<file path="src/rtl/stopwatch_pkg.sv">
// Shared types and constants for the stopwatch time counter.
package stopwatch_pkg;
   typedef enum logic [1:0] {
      IDLE  = 2'd0,
      RUN   = 2'd1,
      LAP   = 2'd2,
      PAUSE = 2'd3
   } sw_state_t;

   localparam int              BCD_W    = 4;
   localparam int              N_DIGITS = 4;
   localparam logic [BCD_W-1:0] BCD_MAX = 4'd9;
endpackage

</file>
<file path="src/rtl/bcd_digit.sv">
// One decimal digit of the time cascade: counts 0..9 on inc_en and
// raises carry on the increment that rolls it from 9 back to 0.
module bcd_digit
   import stopwatch_pkg::*;
(
   input  logic             clk,
   input  logic             rst,
   input  logic             clr,
   input  logic             inc_en,
   output logic [BCD_W-1:0] value,
   output logic             carry
);

   assign carry = inc_en && (value == BCD_MAX);

   // Digit register: rolls 9 -> 0 so it never leaves the BCD range.
   always_ff @(posedge clk) begin
      if (rst || clr)
         value <= '0;
      else if (inc_en)
         value <= (value == BCD_MAX) ? '0 : value + 1'b1;
   end

endmodule

</file>
<file path="src/rtl/stopwatch_bcd_counter.sv">
// Stopwatch timebase: prescaler producing 1/100 s ticks, a four-digit BCD
// cascade (SS.hh), a run/lap/pause FSM and the lap freeze latch.
module stopwatch_bcd_counter
   import stopwatch_pkg::*;
#(
   parameter int TICK_DIV = 500000,
   parameter bit WRAP     = 1'b1
) (
   input  logic        clk,
   input  logic        rst,
   input  logic        start_stop,
   input  logic        lap_reset,
   output logic [15:0] bcd,
   output logic        running,
   output logic        lap_active,
   output logic        overflow
);

   localparam int PRE_W = (TICK_DIV > 1) ? $clog2(TICK_DIV) : 1;
   localparam logic [PRE_W-1:0] PRE_LAST = PRE_W'(TICK_DIV - 1);

   sw_state_t state, next_state;

   logic [PRE_W-1:0]                prescaler;
   logic [N_DIGITS-1:0][BCD_W-1:0]  count;
   logic [N_DIGITS-1:0][BCD_W-1:0]  lap_latch;
   logic [N_DIGITS-1:0]             inc;
   logic [N_DIGITS-1:0]             carry;

   logic counting, tick, at_max, sat, cnt_inc, ovf_evt;
   logic clr_cnt, latch_en;

   assign counting = (state == RUN) || (state == LAP);
   assign tick     = counting && (prescaler == PRE_LAST);
   assign at_max   = (count == {N_DIGITS{BCD_MAX}});
   // Saturating build: the tick at 99.99 is swallowed so the digits hold.
   assign sat      = tick && at_max && !WRAP;
   assign cnt_inc  = tick && !sat;
   assign ovf_evt  = carry[N_DIGITS-1] || sat;

   // Ripple enable: digit i advances when the tick reaches it through
   // every lower digit sitting at 9.
   assign inc = {carry[N_DIGITS-2:0], cnt_inc};

   for (genvar i = 0; i < N_DIGITS; i++) begin : g_digit
      bcd_digit u_digit (
         .clk    (clk),
         .rst    (rst),
         .clr    (clr_cnt),
         .inc_en (inc[i]),
         .value  (count[i]),
         .carry  (carry[i])
      );
   end

   // State register.
   always_ff @(posedge clk) begin
      if (rst) state <= IDLE;
      else     state <= next_state;
   end

   // Next state: start_stop beats saturation, which beats lap_reset.
   always_comb begin
      next_state = state;
      clr_cnt    = 1'b0;
      latch_en   = 1'b0;
      case (state)
         IDLE: begin
            if (start_stop) next_state = RUN;
         end
         RUN: begin
            if (start_stop || sat) next_state = PAUSE;
            else if (lap_reset) begin
               next_state = LAP;
               latch_en   = 1'b1;
            end
         end
         LAP: begin
            if (start_stop || sat) next_state = PAUSE;
            else if (lap_reset)    next_state = RUN;
         end
         PAUSE: begin
            if (start_stop) next_state = RUN;
            else if (lap_reset) begin
               next_state = IDLE;
               clr_cnt    = 1'b1;
            end
         end
         default: next_state = IDLE;
      endcase
   end

   // Prescaler: runs only while counting and keeps its phase across a pause.
   always_ff @(posedge clk) begin
      if (rst || clr_cnt)
         prescaler <= '0;
      else if (counting)
         prescaler <= tick ? '0 : prescaler + 1'b1;
   end

   // Lap latch captures the live count at the moment lap is pressed.
   always_ff @(posedge clk) begin
      if (rst || clr_cnt) lap_latch <= '0;
      else if (latch_en)  lap_latch <= count;
   end

   // Sticky overflow, dropped only by a clear or reset.
   always_ff @(posedge clk) begin
      if (rst || clr_cnt) overflow <= 1'b0;
      else if (ovf_evt)   overflow <= 1'b1;
   end

   assign running    = counting;
   assign lap_active = (state == LAP);
   assign bcd        = lap_active ? lap_latch : count;

endmodule
</file>
<file path="config.mk">
export PLATFORM = sky130hd
export DESIGN_NAME = stopwatch_bcd_counter
export DESIGN_NICKNAME = d
export VERILOG_FILES = /design/src/rtl/stopwatch_pkg.sv /design/src/rtl/bcd_digit.sv /design/src/rtl/stopwatch_bcd_counter.sv
export SDC_FILE = /design/constraint.sdc
export NUM_CORES = 1
export LEC_CHECK = 0
export ABC_AREA = 1
export CAP_MARGIN = 40
export CORE_MARGIN = 5
export CORE_UTILIZATION = 25
export DETAILED_ROUTE_END_ITERATION = 8
export HOLD_SLACK_MARGIN = 0.05
export MAX_ROUTING_LAYER = met4
export PLACE_DENSITY = 0.39
export SYNTH_ARGS = -nofsm -noshare
export SYNTH_HDL_FRONTEND = slang
export SYNTH_SLANG_ARGS = --single-unit
</file>
<file path="constraint.sdc">
create_clock -name clk -period 4.88 [get_ports clk]
set_input_delay 0.976 -clock clk [delete_from_list [all_inputs] [get_ports clk]]
set_output_delay 0.976 -clock clk [all_outputs]
set_load 0.01 [all_outputs]
</file>
After elaboration in Yosys (flattened, before gate mapping). Index checks and enable logic that the tools add are counted.

Register bits: 54. Output and inout bits: 19.

$add $sub $neg: 5. Multiplexer cells: 18. Reductions and logical operators: 9. Equality and inequality tests: 12.

Operator list (count): $add A19 B1 Y19 const B (1); $eq A19 B19 Y1 const B (1); $mux W19 (1); $add A4 B1 Y4 const B (4); $eq A4 B4 Y1 const B (4); $mux W16 (1); $mux W4 (4); $mux W2 (7); $ne A3 B3 Y1 const B (3); $pmux W2 S4 (1); $logic_and A1 B1 Y1 (5); $eq A2 B2 Y1 const B (2); $mux W1 (4); $reduce_and A4 Y1 (1); $eq A2 B1 Y1 const B (1); $logic_not A2 Y1 (1); $logic_or A1 B1 Y1 (2); $ne A2 B2 Y1 const B (1).

Longest topological paths before layout.
Depth in word-level cells: 7. Gate-level depth with buffers: 13. Depth with buffers taken out: 12.

Cells and area by module. Synthesis repeated with hierarchy kept, for this count alone.

Cell total of the unflattened synthesis: 411. Area, all modules: 2820.2 µm².

Modules (own cells, without submodules): stopwatch_bcd_counter (sequential area each 760.7 µm², instances 1, area each 2039.5 µm², cells each 295); bcd_digit (sequential area each 80.1 µm², instances 4, area each 195.2 µm², cells each 29).

Least setup slack after synthesis. Ideal clock, no wire load.

Path kind: register to output. Start point: register state[0]. End point: output bcd[10]. Required time: 3.904 ns. Buffers on the path: 2. Cell stages (with the launch flop): 7. Arrival time: 1.400 ns. Slack: 2.504 ns. Cells stage by stage: dfxtp_1 -> inv_1 -> ha_1 -> clkbuf_1 -> clkbuf_1 -> nand2_1 -> o21ai_0.

Word-level cells in the longest chain between the ends: 2.

Ends and longest elaborated chain: start, declared (line stopwatch_bcd_counter.sv:22) `sw_state_t state, next_state;`; start signal, assigned (line stopwatch_bcd_counter.sv:59) `else state <= next_state;`; $eq A2 B2 Y1 (line stopwatch_bcd_counter.sv:114) `assign lap_active = (state == LAP);`; net lap_active (line stopwatch_bcd_counter.sv:15) `output logic lap_active,`; $mux W16 (line stopwatch_bcd_counter.sv:115) `assign bcd = lap_active ? lap_latch : count;`; end, declared (line stopwatch_bcd_counter.sv:13) `output logic [15:0] bcd,`.

The timed path passes the listed nets, and every way through them passes these cells.

Worst setup path after layout.
Start point: register state[0]. End point: output bcd[13].

Word-level cells in the longest chain between the ends: 2.

Ends and longest elaborated chain (line): $eq A2 B2 Y1 (stopwatch_bcd_counter.sv:114); $mux W16 (stopwatch_bcd_counter.sv:115).

Every way passes these cells.

==> metrics.csv <==
metric,value,unit
clock power share,34.3,%
instance count along the most critical hold path,2,
pre-CTS setup slack,1.502,ns
main area contributors after synthesis,"sky130_fd_sc_hd__dfxtp_1 (40%), sky130_fd_sc_hd__nand2_1 (11%), sky130_fd_sc_hd__inv_1 (7.5%)",
GR Layer Usage met1,13.11,%
internal power consumption,0.5999,mW
hold slack,0.4524,ns
maximum root-to-sink buffer count,2,
outcome,"complete, no violations",
final critical path time including I/O delays and setup,3.292,ns
vias in the first global route,2404,
"Slew Viols, Final",0,
proportion of layout cells with a drive suffix above 1,9.026,%
"flops & latches, synth",54,
drt pass-1 iters,4,
top fanout value on the critical path,12,
Crit Reg-Reg Startpoint,state[1],
most repeated library cell on the critical path,sky130_fd_sc_hd__inv_1,
global routing usage on met3,1.956,%
multiplexer area fraction after synthesis,0,%
number of enable flip-flop cells after synthesis,0,
max frequency,303.8,MHz
Slowest cell on crit path,sky130_fd_sc_hd__clkdlybuf4s50_1,
"Data arrival, critical path",2.32,ns
commonest cells in the netlist,"sky130_fd_sc_hd__nand2_1 (78), sky130_fd_sc_hd__inv_1 (55), sky130_fd_sc_hd__dfxtp_1 (54)",
number of antenna violations at the first check in global routing,0,
H-tree levels,2,
number of buffers created by CTS,5,
total via count after detailed routing,2398,
share of Yosys cell area claimed by the top area cell type,39.52,%
FP Rows,38,
Post-Syn Instances,398,
kind of cell adding the most delay to the critical path,buffers and inverters,
most heavily used metal layer in global routing,met2,
final weighted congestion of routability-driven global placement,0.7582,
combinational family with the most area after synthesis,simple AND/OR/NAND/NOR gates,
die outline height,114.6,µm
number of max-cap violations,0,
wire length of the first global-routing pass,11310,µm
Buffers & Inverters on Critical Path,3,
terminus of the critical flop-to-flop path,lap_latch[3],
overall die width,114.6,µm
Critical Setup Path Class,reg2out,
static leakage,1.175,nW
asr flop ratio synth,0,%
standard cell area after detailed placement,0.003118,mm²
sequential area share after synthesis,39.52,%
power density over cell area,256.4,mW/mm²
number of endpoints failing setup at the final stage,0,
worst-margin pin slew,0.7905,ns
slowest cell delay on critical path,0.60,ns
CTS tree,yes,
type of the most critical hold path,reg2reg,
"Distinct cells, synth",33,
critical path depth,5,
RSZ-0062 raised after global routing,false,
worst endpoint required time,3.90,ns
register-to-register setup slack,2.58,ns
power spent charging and discharging nets,0.2247,mW
initial core utilization,25.34,%
hold buffer count at CTS,0,
cell type with the largest total area after synthesis,sky130_fd_sc_hd__dfxtp_1,
Layout Utilization,29.81,%
Synth Cell Area,0.002735,mm²
IO buf count,22,
depth of the most critical reg-to-reg path,6,
Overall Global Routing Usage,10.87,%
"Cell Chain, Critical Path",inv_1 -> ha_1 -> inv_1 -> o21ai_0 -> clkdlybuf4s50_1,
clock tree sinks,54,
Post-Syn Nets,407,
Clock Latency Late Sink,0.32,ns
met2 capacity usage during global routing,18.16,%
mean routed wirelength per cell,11.25,µm
count of antenna-violating nets left after detailed routing,0,
I/O pins,23,
xor and xnor area share after synthesis,1.281,%
part of the total power dissipated in combinational logic,10.0,%
number of endpoints with negative hold slack in the final report,0,
root buffer cell,sky130_fd_sc_hd__clkbuf_8,
net count reported at finish,429,
peak supply drop,0.0001217,V
"share of synthesized cell area in and, or, nand and nor gates",29.09,%
synthesized-area fraction occupied by adder cells,2.287,%
count of routing violations after the opening detailed-route iteration,151,
compound-cell area share of the yosys netlist,16.83,%
Antenna Diode Count,0,
normalized max-slew margin,46.98,%
mean cell area of the mapped netlist,6.872,µm²
Core Footprint,0.01079,mm²
Sw Ratio,27.25,%
maximum number of pins on one net before global-route repair,33,
fill cell count,1211,
via density per instance,4.275,
final clock skew,0.01715,ns
Final TNS setup,0,ns
register clock-pin slew on the reported worst setup and hold paths,0.11,ns
dominant cell by count in the synthesized netlist,sky130_fd_sc_hd__nand2_1,
DRC viols,0,
floorplan die area,0.01313,mm²
number of warning messages in the yosys log,0,
final HPWL from detailed placement,4666,µm
sum of overflow across all layers after global routing,0,
CP Capture Type,output port,
top_reg_cell synth,sky130_fd_sc_hd__dfxtp_1,
layout-stage area growth over the synthesis result,17.61,%
number of setup buffers added after CTS,0,
startpoint type of the worst setup path,flop,
termination of the worst setup path,bcd[13],
setup slack of the critical path after layout,1.588,ns
sequential group share of total power,55.7,%
total wirelength of the detailed-routed design,6313,µm
design area,0.003217,mm²
# resized after CTS,0,
Final Cycle Share,67.46,%
worst setup path startpoint,state[0],
-- metal layers --
metal	up-vias	wire (µm)
met5	-	0
li1	1316	-
met4	0	119
met1	1048	2952
met3	12	201
met2	22	3040
-- state kept, by name (all words and copies together), names as in the netlist --
signal and cells:
g_digit.u_digit.value 16, lap_latch 16, overflow 1, prescaler 19
state 2
-- per-stage QoR --
step / total power, mW / std cells
2_1_floorplan: 0.5265 / 398
3_3_place_gp: 0.5519 / 551
3_5_place_dp: 0.5553 / 553
4_1_cts: 0.8424 / 561
5_1_grt: 0.8740 / 561
6_report: 0.8246 / 561
-- area by class of cell --
| class | instances | area (µm²) | area share [%] |
|---|---|---|---|
| Clock buffer | 6 | 82.58 | 2.567 |
| Inverter | 66 | 250.2 | 7.779 |
| Tap cell | 140 | 175.2 | 5.445 |
| Sequential cell | 54 | 1081 | 33.61 |
| Timing Repair Buffer | 26 | 257.7 | 8.012 |
| Multi-Input combinational cell | 267 | 1354 | 42.08 |
| Clock inverter | 2 | 16.27 | 0.5056 |
-- power by group through the flow --
stage          clock [mW]  combinational, mW  sequential (mW)
3_3_place_gp            0             0.0825            0.469
2_1_floorplan           0             0.0585            0.468
6_report            0.282             0.0827            0.459
5_1_grt             0.316             0.0964            0.462
4_1_cts             0.297             0.0859            0.460
3_5_place_dp            0             0.0856            0.470
-- worst min path at each step --
stage	start	endpoint	slack, ns
floorplan	lap_latch[10]	lap_latch[10]	0.42
global placement	lap_latch[11]	lap_latch[11]	0.43
detailed placement	lap_latch[11]	lap_latch[11]	0.44
CTS	lap_latch[11]	lap_latch[11]	0.45
global route	lap_latch[12]	lap_latch[12]	0.47
finish	lap_latch[8]	lap_latch[8]	0.45
-- worst reg2reg max path: cells and delay by family (launching register included) --
kind	cells	cell delay, ns
compound gates	2	0.37
fa+ha+maj	1	0.19
buf+inv	1	0.78
flops	1	0.40
simple gates	2	0.46
-- cells in the final DEF, fill, tap and decap left out, types with 5 or more instances in the layout --
master,netlist,routed
sky130_fd_sc_hd__nand2_1,78,78
sky130_fd_sc_hd__inv_1,55,55
sky130_fd_sc_hd__dfxtp_1,54,54
sky130_fd_sc_hd__nor2_1,42,42
sky130_fd_sc_hd__a21oi_1,41,41
sky130_fd_sc_hd__o21ai_0,40,40
sky130_fd_sc_hd__clkdlybuf4s50_1,0,22
sky130_fd_sc_hd__nand3_1,14,14
sky130_fd_sc_hd__inv_2,9,9
sky130_fd_sc_hd__nor3_1,8,8
sky130_fd_sc_hd__nand4_1,7,7
sky130_fd_sc_hd__clkbuf_8,0,6
sky130_fd_sc_hd__ha_1,5,5
-- cell families (layout without fill, tap and decap cells) --
kind of cell,count (synthesis),in the layout
compound gates,89,89
xor+xnor,4,4
fa+ha+maj,5,5
buf+inv,77,100
flops,54,54
simple gates,169,169
Note: power is estimated with default switching activity, not from simulation.
